**config.mk**
```make
export PLATFORM = sky130hd
export DESIGN_NAME = id_ex_stage_flat
export DESIGN_NICKNAME = d
export VERILOG_FILES = /design/src/rtl/id_ex_stage_pkg.sv /design/src/rtl/id_ex_stage_if.sv /design/src/rtl/id_ex_stage_operand_bypass.sv /design/src/rtl/id_ex_stage.sv /design/src/flat_wrapper.sv
export SDC_FILE = /design/constraint.sdc
export NUM_CORES = 1
export LEC_CHECK = 0
export CORE_AREA = 2 2 135 137
export CTS_BUF_LIST = sky130_fd_sc_hd__clkbuf_8
export DETAILED_ROUTE_END_ITERATION = 8
export DIE_AREA = 0 0 137 139
export GPL_TIMING_DRIVEN = 0
export PLACE_DENSITY = 0.78
export SLEW_MARGIN = 20
export SYNTH_ARGS = -nofsm -noshare
export SYNTH_HDL_FRONTEND = slang
export SYNTH_SLANG_ARGS = --single-unit
```
**constraint.sdc**
```tcl
create_clock -name clk -period 2.55 [get_ports clk]
set_clock_uncertainty 0.05 [all_clocks]
set_input_delay 0.255 -clock clk [delete_from_list [all_inputs] [get_ports clk]]
set_output_delay 0.255 -clock clk [all_outputs]
set_load 0.05 [all_outputs]
```
**src/rtl/id_ex_stage_pkg.sv**
```systemverilog
// Shared definitions for the decode/execute boundary: register-number, data and
// ALU-opcode widths plus the ALU opcode encodings used by decode, GPRF and EX.
package id_ex_stage_pkg;

  localparam int unsigned REG_NUM_SIZE = 5;
  localparam int unsigned REG_SIZE     = 32;
  localparam int unsigned ALU_OP_SIZE  = 4;

  typedef logic [REG_NUM_SIZE-1:0] reg_num_t;
  typedef logic [REG_SIZE-1:0]     word_t;
  typedef logic [ALU_OP_SIZE-1:0]  alu_op_t;

  typedef enum logic [ALU_OP_SIZE-1:0] {
    ALU_ADD  = 4'd0,
    ALU_SUB  = 4'd1,
    ALU_AND  = 4'd2,
    ALU_OR   = 4'd3,
    ALU_XOR  = 4'd4,
    ALU_SLL  = 4'd5,
    ALU_SRL  = 4'd6,
    ALU_SRA  = 4'd7,
    ALU_SLT  = 4'd8,
    ALU_SLTU = 4'd9
  } alu_op_e;

endpackage

```
**src/rtl/id_ex_stage_if.sv**
```systemverilog
// Bundle of every non-clock/reset signal crossing the ID/EX stage boundary:
// decoded instruction fields, GPRF read port, MEM-stage result, pipeline
// control (flush/freeze/stall) and the ID/EX register outputs.
// slave  : the id_ex_stage block.
// master : the surrounding pipeline (decode, GPRF, MEM, EX).
interface id_ex_stage_if;
  import id_ex_stage_pkg::*;

  logic     id_valid;
  reg_num_t id_rs1;
  reg_num_t id_rs2;
  reg_num_t id_rd;
  word_t    id_imm;
  word_t    id_pc;
  alu_op_t  id_alu_op;
  logic     id_is_load;
  logic     id_reg_we;

  reg_num_t rf_rn1;
  reg_num_t rf_rn2;
  word_t    rf_d1;
  word_t    rf_d2;

  reg_num_t mem_rd;
  logic     mem_we;
  word_t    mem_data;

  logic     flush;
  logic     freeze;
  logic     id_stall;

  logic     ex_valid;
  word_t    ex_rs1_val;
  word_t    ex_rs2_val;
  reg_num_t ex_rd;
  word_t    ex_imm;
  word_t    ex_pc;
  alu_op_t  ex_alu_op;
  logic     ex_is_load;
  logic     ex_reg_we;

  modport master (
    output id_valid, id_rs1, id_rs2, id_rd, id_imm, id_pc, id_alu_op,
           id_is_load, id_reg_we, rf_d1, rf_d2, mem_rd, mem_we, mem_data,
           flush, freeze,
    input  rf_rn1, rf_rn2, id_stall, ex_valid, ex_rs1_val, ex_rs2_val,
           ex_rd, ex_imm, ex_pc, ex_alu_op, ex_is_load, ex_reg_we
  );

  modport slave (
    input  id_valid, id_rs1, id_rs2, id_rd, id_imm, id_pc, id_alu_op,
           id_is_load, id_reg_we, rf_d1, rf_d2, mem_rd, mem_we, mem_data,
           flush, freeze,
    output rf_rn1, rf_rn2, id_stall, ex_valid, ex_rs1_val, ex_rs2_val,
           ex_rd, ex_imm, ex_pc, ex_alu_op, ex_is_load, ex_reg_we
  );

endinterface

```
**src/rtl/id_ex_stage_operand_bypass.sv**
```systemverilog
// Combinational source-operand select for one register read.
//   rs       : source register number
//   rf_data  : GPRF read data for rs
//   mem_rd/mem_we/mem_data : result of the instruction currently in MEM
//   operand  : x0 -> 0, MEM hit -> mem_data, else GPRF data
// WB needs no path here: the GPRF writes on the falling edge, so its data is
// already current before the capture edge.
module operand_bypass
  import id_ex_stage_pkg::*;
(
  input  reg_num_t rs,
  input  word_t    rf_data,
  input  reg_num_t mem_rd,
  input  logic     mem_we,
  input  word_t    mem_data,
  output word_t    operand
);

  // Testing rs == 0 first also guarantees that mem_rd == 0 never bypasses.
  always_comb begin
    operand = rf_data;
    if (rs == '0) begin
      operand = '0;
    end else if (mem_we && (mem_rd == rs)) begin
      operand = mem_data;
    end
  end

endmodule

```
**src/rtl/id_ex_stage.sv**
```systemverilog
// ID/EX pipeline stage: drives the GPRF read addresses, selects operands
// (MEM-stage bypass over GPRF data), detects load-use hazards and holds the
// ID/EX register under flush/freeze/bubble control.
//   clk : core clock, rising-edge state updates
//   rst : asynchronous, active-low reset
//   bus : id_ex_stage_if.slave carrying decode, GPRF, MEM, control, ex_* signals
module id_ex_stage
  import id_ex_stage_pkg::*;
(
  input logic         clk,
  input logic         rst,
  id_ex_stage_if.slave bus
);

  word_t rs1_val;
  word_t rs2_val;
  logic  lu;

  assign bus.rf_rn1 = bus.id_rs1;
  assign bus.rf_rn2 = bus.id_rs2;

  operand_bypass u_bypass_rs1 (
    .rs       (bus.id_rs1),
    .rf_data  (bus.rf_d1),
    .mem_rd   (bus.mem_rd),
    .mem_we   (bus.mem_we),
    .mem_data (bus.mem_data),
    .operand  (rs1_val)
  );

  operand_bypass u_bypass_rs2 (
    .rs       (bus.id_rs2),
    .rf_data  (bus.rf_d2),
    .mem_rd   (bus.mem_rd),
    .mem_we   (bus.mem_we),
    .mem_data (bus.mem_data),
    .operand  (rs2_val)
  );

  // A load in EX whose destination is read by decode. Once the bubble is
  // captured ex_valid drops, so the stall self-terminates after one cycle.
  always_comb begin
    lu = bus.ex_valid && bus.ex_is_load && bus.ex_reg_we && (bus.ex_rd != '0)
      && bus.id_valid && ((bus.ex_rd == bus.id_rs1) || (bus.ex_rd == bus.id_rs2));
  end

  assign bus.id_stall = ~bus.flush & (bus.freeze | lu);

  always_ff @(posedge clk or negedge rst) begin
    if (!rst) begin
      bus.ex_valid   <= 1'b0;
      bus.ex_rs1_val <= '0;
      bus.ex_rs2_val <= '0;
      bus.ex_rd      <= '0;
      bus.ex_imm     <= '0;
      bus.ex_pc      <= '0;
      bus.ex_alu_op  <= '0;
      bus.ex_is_load <= 1'b0;
      bus.ex_reg_we  <= 1'b0;
    end else if (bus.flush) begin
      bus.ex_valid   <= 1'b0;
      bus.ex_is_load <= 1'b0;
      bus.ex_reg_we  <= 1'b0;
    end else if (!bus.freeze) begin
      if (lu) begin
        bus.ex_valid   <= 1'b0;
        bus.ex_is_load <= 1'b0;
        bus.ex_reg_we  <= 1'b0;
      end else begin
        // An invalid decode slot is captured as a bubble as well, so side
        // effects are qualified by id_valid.
        bus.ex_valid   <= bus.id_valid;
        bus.ex_rs1_val <= rs1_val;
        bus.ex_rs2_val <= rs2_val;
        bus.ex_rd      <= bus.id_rd;
        bus.ex_imm     <= bus.id_imm;
        bus.ex_pc      <= bus.id_pc;
        bus.ex_alu_op  <= bus.id_alu_op;
        bus.ex_is_load <= bus.id_is_load & bus.id_valid;
        bus.ex_reg_we  <= bus.id_reg_we & bus.id_valid;
      end
    end
  end

endmodule
```
**src/flat_wrapper.sv**
```systemverilog
// flat-port wrapper written by rule: the top's interface ports become plain ports
module id_ex_stage_flat import id_ex_stage_pkg::*;
  (clk, rst, bus_id_valid, bus_id_rs1, bus_id_rs2, bus_id_rd, bus_id_imm, bus_id_pc, bus_id_alu_op, bus_id_is_load, bus_id_reg_we, bus_rf_d1, bus_rf_d2, bus_mem_rd, bus_mem_we, bus_mem_data, bus_flush, bus_freeze, bus_rf_rn1, bus_rf_rn2, bus_id_stall, bus_ex_valid, bus_ex_rs1_val, bus_ex_rs2_val, bus_ex_rd, bus_ex_imm, bus_ex_pc, bus_ex_alu_op, bus_ex_is_load, bus_ex_reg_we);
  id_ex_stage_if bus_i ();
  input logic clk;
  input logic rst;
  input wire logic [$bits(bus_i.id_valid)-1:0] bus_id_valid;
  input wire logic [$bits(bus_i.id_rs1)-1:0] bus_id_rs1;
  input wire logic [$bits(bus_i.id_rs2)-1:0] bus_id_rs2;
  input wire logic [$bits(bus_i.id_rd)-1:0] bus_id_rd;
  input wire logic [$bits(bus_i.id_imm)-1:0] bus_id_imm;
  input wire logic [$bits(bus_i.id_pc)-1:0] bus_id_pc;
  input wire logic [$bits(bus_i.id_alu_op)-1:0] bus_id_alu_op;
  input wire logic [$bits(bus_i.id_is_load)-1:0] bus_id_is_load;
  input wire logic [$bits(bus_i.id_reg_we)-1:0] bus_id_reg_we;
  input wire logic [$bits(bus_i.rf_d1)-1:0] bus_rf_d1;
  input wire logic [$bits(bus_i.rf_d2)-1:0] bus_rf_d2;
  input wire logic [$bits(bus_i.mem_rd)-1:0] bus_mem_rd;
  input wire logic [$bits(bus_i.mem_we)-1:0] bus_mem_we;
  input wire logic [$bits(bus_i.mem_data)-1:0] bus_mem_data;
  input wire logic [$bits(bus_i.flush)-1:0] bus_flush;
  input wire logic [$bits(bus_i.freeze)-1:0] bus_freeze;
  output wire logic [$bits(bus_i.rf_rn1)-1:0] bus_rf_rn1;
  output wire logic [$bits(bus_i.rf_rn2)-1:0] bus_rf_rn2;
  output wire logic [$bits(bus_i.id_stall)-1:0] bus_id_stall;
  output wire logic [$bits(bus_i.ex_valid)-1:0] bus_ex_valid;
  output wire logic [$bits(bus_i.ex_rs1_val)-1:0] bus_ex_rs1_val;
  output wire logic [$bits(bus_i.ex_rs2_val)-1:0] bus_ex_rs2_val;
  output wire logic [$bits(bus_i.ex_rd)-1:0] bus_ex_rd;
  output wire logic [$bits(bus_i.ex_imm)-1:0] bus_ex_imm;
  output wire logic [$bits(bus_i.ex_pc)-1:0] bus_ex_pc;
  output wire logic [$bits(bus_i.ex_alu_op)-1:0] bus_ex_alu_op;
  output wire logic [$bits(bus_i.ex_is_load)-1:0] bus_ex_is_load;
  output wire logic [$bits(bus_i.ex_reg_we)-1:0] bus_ex_reg_we;
  assign bus_i.id_valid = bus_id_valid;
  assign bus_i.id_rs1 = bus_id_rs1;
  assign bus_i.id_rs2 = bus_id_rs2;
  assign bus_i.id_rd = bus_id_rd;
  assign bus_i.id_imm = bus_id_imm;
  assign bus_i.id_pc = bus_id_pc;
  assign bus_i.id_alu_op = bus_id_alu_op;
  assign bus_i.id_is_load = bus_id_is_load;
  assign bus_i.id_reg_we = bus_id_reg_we;
  assign bus_i.rf_d1 = bus_rf_d1;
  assign bus_i.rf_d2 = bus_rf_d2;
  assign bus_i.mem_rd = bus_mem_rd;
  assign bus_i.mem_we = bus_mem_we;
  assign bus_i.mem_data = bus_mem_data;
  assign bus_i.flush = bus_flush;
  assign bus_i.freeze = bus_freeze;
  assign bus_rf_rn1 = bus_i.rf_rn1;
  assign bus_rf_rn2 = bus_i.rf_rn2;
  assign bus_id_stall = bus_i.id_stall;
  assign bus_ex_valid = bus_i.ex_valid;
  assign bus_ex_rs1_val = bus_i.ex_rs1_val;
  assign bus_ex_rs2_val = bus_i.ex_rs2_val;
  assign bus_ex_rd = bus_i.ex_rd;
  assign bus_ex_imm = bus_i.ex_imm;
  assign bus_ex_pc = bus_i.ex_pc;
  assign bus_ex_alu_op = bus_i.ex_alu_op;
  assign bus_ex_is_load = bus_i.ex_is_load;
  assign bus_ex_reg_we = bus_i.ex_reg_we;
  id_ex_stage u_core (.clk(clk), .rst(rst), .bus(bus_i));
endmodule
```
==> impl_metrics.yaml <==
placement:
  place_hpwl_um: 16000
  place.gp.congestion: 0.808
  dp_slack_ns: -0.213
  port-buffer-count: 342
yosys:
  ys_warn_count: 0
  ys_top_cells_by_count: "dfrtp_1 (140), mux2_4 (100), a21oi_1 (35)"
  ys_types: 32
  synth_most_common_cell: "dfrtp_1"
  async_flop_share_pct: 100
  synth.ff_latch_count: 140
  yosysSeqAreaShare_pct: 51.2
  syn_nets: 700
  synth_top_area_share_pct: 51.2
  synth_cells: 508
  synth_top_area_cell: "dfrtp_1"
  yosys_most_used_dff: "dfrtp_1"
  syn_area_per_cell_um2: 13.5
  syn_area_um2: 6840
  synth_edf_count: 0
  ys_top_cells_by_area: "dfrtp_1 (51%), mux2_4 (22%), mux2i_1 (4.7%)"
sta:
  period_share_pct: 94.4
  slew_viol_final: 0
  whs_ns: 0.251
  relSlewSlack_pct: 62.2
  tightest_slew_ns: 0.565
  rsz0062_at_grt: "no"
  finalSetupTns_ns: 0
  period_minus_slack_ns: 2.41
  setup_slack_ns: 0.143
  report.final.setup_viol: 0
  hold_viol_final: 0
  max_freq_mhz: 415
grt:
  gr-total-overflow: 0
  antenna_found_initial: 0
  grt_usage_pct: 22.1
  first_global_vias: 5890
  grt_pass1_wl_um: 32300
  grt_max_degree: 87
drt:
  drt_first_iter_violations: 160
  wl_per_cell_um: 19.0
  drt_wl_total_um: 21100
  post-route-drc-count: 0
  firstDrtPassIters: 5
  num_vias: 5462
  vias_per_cell: 4.91
  drtAntennaViolNets: 0
setup_path:
  critPathLaunchType: "register"
  endpoint_kind: "primary output"
  crit_path_max_fanout: 6
  cp.arrival_ns: 2.10
  path_class: "register to primary output"
  cp.required_ns: 2.25
floorplanning:
  core-area_um2: 17700
  rows: 49
  die_y_um: 139
  dieArea_um2: 19000
  io_pins: 343
  initial_utilization_pct: 38.7
  die_x_um: 137
clock_tree:
  tritoncts: "yes"
  clk_pin_slew_worst_paths_ns: 0.09
  clkLatencyLatePin_ns: 0.44
  post_cts_buffers: 0
  cts_made_buffers: 17
  cts_buffer_depth: 2
  ctsRootBufferMaster: "clkbuf_8"
  clock_sinks: 140
  htreeDepth: 4
hold_path:
  hold_path.class: "input port to async pin"
power_and_ir_drop:
  cellLeakagePower_nw: 4.63
  peakVddDrop_mv: 0.451
  power_mw: 7.61
  p_per_area_nw_per_um2: 693
cells_and_area:
  n_fill_cell: 1412
  drive_gt1_share_pct: 18.2
  final_nets: 1063
  diodes: 0
  fin_util_pct: 62.2
  area_delta_synth_final_pct: 60.5
flow_run:
  cap_violations: 0
run_status:
  status: "complete, no violations"
## kinds of logic (layout without fill, tap and decap cells)
family / Yosys count / count (layout) / share of synthesized area (%)
AOI/OAI and AO/OA: 108 / 108 / 10.1
xor gates and xnor gates: 20 / 20 / 2.56
buffers and inverters: 49 / 424 / 4.52
DFF: 140 / 140 / 51.2
muxes: 137 / 137 / 27.5
and+or+nand+nor: 54 / 54 / 4.10
## critical path, cell delays in order, from the launching register on
cell and delay [ns]:
dfrtp_1 0.46, or4_4 0.58, o21ai_4 0.20, nor2_1 0.06, o21ba_1 0.17, buf_2 0.20
## path summary, 6_finish.rpt
kind	from	to	slack [ns]	cells after the start
worst min-delay path	rst	u_core.bus.ex_rs1_val[11]	0.25	2
min in group clk	bus_id_imm[28]	u_core.bus.ex_imm[28]	0.35	2
max in group asynchronous	rst	u_core.bus.ex_pc[28]	1.41	3
worst min register to register	u_core.bus.ex_rs2_val[15]	u_core.bus.ex_rs2_val[15]	0.44	1
worst max register to register	u_core.bus.ex_rd[1]	u_core.bus.ex_rs2_val[17]	0.28	7
worst max-delay path	u_core.bus.ex_rd[0]	bus_id_stall	0.14	5
## placed cells by master, fill, tap and decap left out, types with 14 or more instances in the layout
cell             instances
clkdlybuf4s50_1        340
dfrtp_1                140
mux2_4                 100
a21oi_1                 35
mux2i_1                 32
o2bb2ai_1               32
nand3_1                 32
o21ai_0                 32
clkbuf_1                21
clkbuf_8                18
xor2_1                  14
## routing by layer
| metal | GRT usage [%] | wire [µm] | up-vias |
|---|---|---|---|
| met4 | 6.73 | 402 | 0 |
| met2 | 37.7 | 10400 | 251 |
| met5 | 0 | 0 | - |
| li1 | - | - | 2562 |
| met3 | 8.44 | 1980 | 32 |
| met1 | 25.4 | 8290 | 2617 |
## through the flow
stage	area, µm²	std cells
finish	11000	1112
floorplan	6840	508
global route	11000	1112
CTS	11000	1112
global placement	10500	1079
detailed placement	10600	1080
## sequential cells by signal, summed over array words and instances, names as in the netlist
name and cells:
u_core.bus.ex_reg_we 1, u_core.bus.ex_pc 32, u_core.bus.ex_alu_op 4, u_core.bus.ex_is_load 1, u_core.bus.ex_rs2_val 32, u_core.bus.ex_rs1_val 32
u_core.bus.ex_rd 5, u_core.bus.ex_valid 1, u_core.bus.ex_imm 32
## layout make-up
class	instances	area (µm²)	area share (%)
sequential	140	3500	31.9
tap	229	287	2.61
multi-input combinational	319	3030	27.6
buffer	49	309	2.82
clock buffer	18	248	2.26
timing repair buffer	344	3460	31.5
clock inverter	13	144	1.31
## power by group
part | switching (mW) | total, mW | internal [mW]
Combinational | 1.76 | 3.05 | 1.29
Clock | 0.917 | 1.81 | 0.895
Sequential | 0.207 | 2.75 | 2.54
Total | 2.88 | 7.61 | 4.73
## what timing repair did
item	CTS	global route
endpoints found under the hold margin	54	0
hold buffers	1	0
resized for setup	5	0
setup endpoints to repair	1	0
(Power assumes the default switching activity.)
==> RTL edit: new RTL, same flow settings <==
Set the package constant `REG_SIZE` to 16 (it was 32).
--- a/src/rtl/id_ex_stage_pkg.sv
+++ b/src/rtl/id_ex_stage_pkg.sv
@@ -3,7 +3,7 @@
 package id_ex_stage_pkg;
 
   localparam int unsigned REG_NUM_SIZE = 5;
-  localparam int unsigned REG_SIZE     = 32;
+  localparam int unsigned REG_SIZE     = 16;
   localparam int unsigned ALU_OP_SIZE  = 4;
 
   typedef logic [REG_NUM_SIZE-1:0] reg_num_t;
Ports: changed (9 resized); port bits go from 343 to 199. No check against the original RTL was run, so the function may have changed too.
==> RTL edit against the original RTL <==
Total power fell by 45%. Sequential cell count fell by 64. Die area did not move. Final area fell by 42%. First-iteration DRC count fell by 44%. Synthesized area fell by 43%. Worst setup slack improved by 0.025 ns. Worst hold slack improved by 0.069 ns. Clock power fell by 47%. Sequential share of layout area fell by 2.0 points. Wire length fell by 38%. Count of clock-buffer cells in the layout fell by 8.
==> RTL edit: results (changes against the original RTL) <==
** Final layout
- Sequential fraction of total cell area :: 29.9% (-2.0 points)
- ClkCell Share :: 3.16% (-0.40 points)
- The final-stage net count was 653 (-39%).
- The layout multi-input combinational cell count was 223 (-30%).
- The clock buffer count is 10 (-8).
- The share of cell area taken by multi-input logic gates was 27.6% (about the same).
- The buffer share of cell area was 34.9% (+0.54 points).

** Pwr
- Cell Pwr Density :: 660 nW/um^2 (-4.8%)
- Worst vdd ir :: 0.294 mV (-35%)
- Static leakage :: 2.49 nW (-46%)

** Global routing
- The initial antenna violation count came to 1 (+1).
- Overall routing resource usage :: 13.7% (-8.4 points)
- The met2 usage in global routing came to 21.8% (-16 points).
- Met1 track demand over resource :: 16.0% (-9.4 points)
- First-pass GRT wire length :: 19,600 um (-39%)
- Pin count of the biggest net entering global routing :: 51 (-41%)

** Placed design
- Total of buffers placed on input and output ports :: 198 (-42%)
- The final HPWL from detailed placement is 9880 um (-38%).
- The post-placement worst setup slack came to -0.239 ns (-0.0262 ns).
- Post-place instance area :: 6160 sq um (-42%)
- Gp weighted congestion :: 0.809 (about the same)

** Clock network
- The clock latency on the worst-skew pair was 0.36 ns (-0.08 ns).
- The count of cells resized by post-cts repair came to 3 (-2).

** Routing
- Sum of met3 wire segment lengths after detailed routing :: 1220 um (-39%)
- Highest routed metal layer :: met5
- The number of vias per cell after detailed routing was 4.45 (-9.4%).
- The total vias in the final route came to 3,449 (-37%).
- Routed wire per std cell :: 16.7 um (-12%)

** STA
- The transition time at the pin with the least slew margin came to 0.656 ns (+0.0914 ns).
- Max frequency :: 420 MHz (+1.0%)
- The smallest hold slack is 0.320 ns (+0.0695 ns).

** Logic synthesis
- Sequential element share of the synthesized area :: 49.2% (-2.0 points)
- Netlist cell types :: 24 (-25%)
- After synthesis, the cell types taking the most area are sky130_fd_sc_hd__dfrtp_1 (49%), sky130_fd_sc_hd__mux2_2 (17%), sky130_fd_sc_hd__mux2_4 (5.8%).
- The post-synthesis instance total came to 330 (-35%).
- The synthesized-area fraction occupied by ao, oa, aoi and oai cells was 10.6% (+0.50 points).
- Syn nets :: 442 (-37%)

** Setup path
- The maximum fanout count along the critical path is 5 (-1).
- Cell with the biggest individual delay on the critical path :: sky130_fd_sc_hd__or4_1
- The count of cells along the worst register-to-register path is 6 (-1).
- The arrival time of the worst setup path was 2.08 ns (-0.02 ns).

** Run status
- Outcome :: complete, no violations
==> RTL edit: changes by cell type in the layout (fill, tap and decap cells not counted), moves of 5 or more <==
| cell | before | now |
|---|---|---|
| sky130_fd_sc_hd__clkbuf_8 | 18 | 10 |
| sky130_fd_sc_hd__clkbuf_1 | 21 | 12 |
| sky130_fd_sc_hd__o2bb2ai_1 | 32 | 0 |
| sky130_fd_sc_hd__mux2_2 | 0 | 58 |
| sky130_fd_sc_hd__dfrtp_1 | 140 | 76 |
| sky130_fd_sc_hd__mux2i_1 | 32 | 0 |
| sky130_fd_sc_hd__clkdlybuf4s50_1 | 340 | 196 |
| sky130_fd_sc_hd__mux2_1 | 5 | 0 |
| sky130_fd_sc_hd__mux2_4 | 100 | 15 |
==> RTL edit: power breakdown <==
group | switching [mW] | internal (mW) | leakage [nW]
clock | 0.491 | 0.477 | 0.0983
combinational | 1.03 | 0.710 | 1.49
sequential | 0.111 | 1.39 | 0.900
total | 1.63 | 2.57 | 2.49
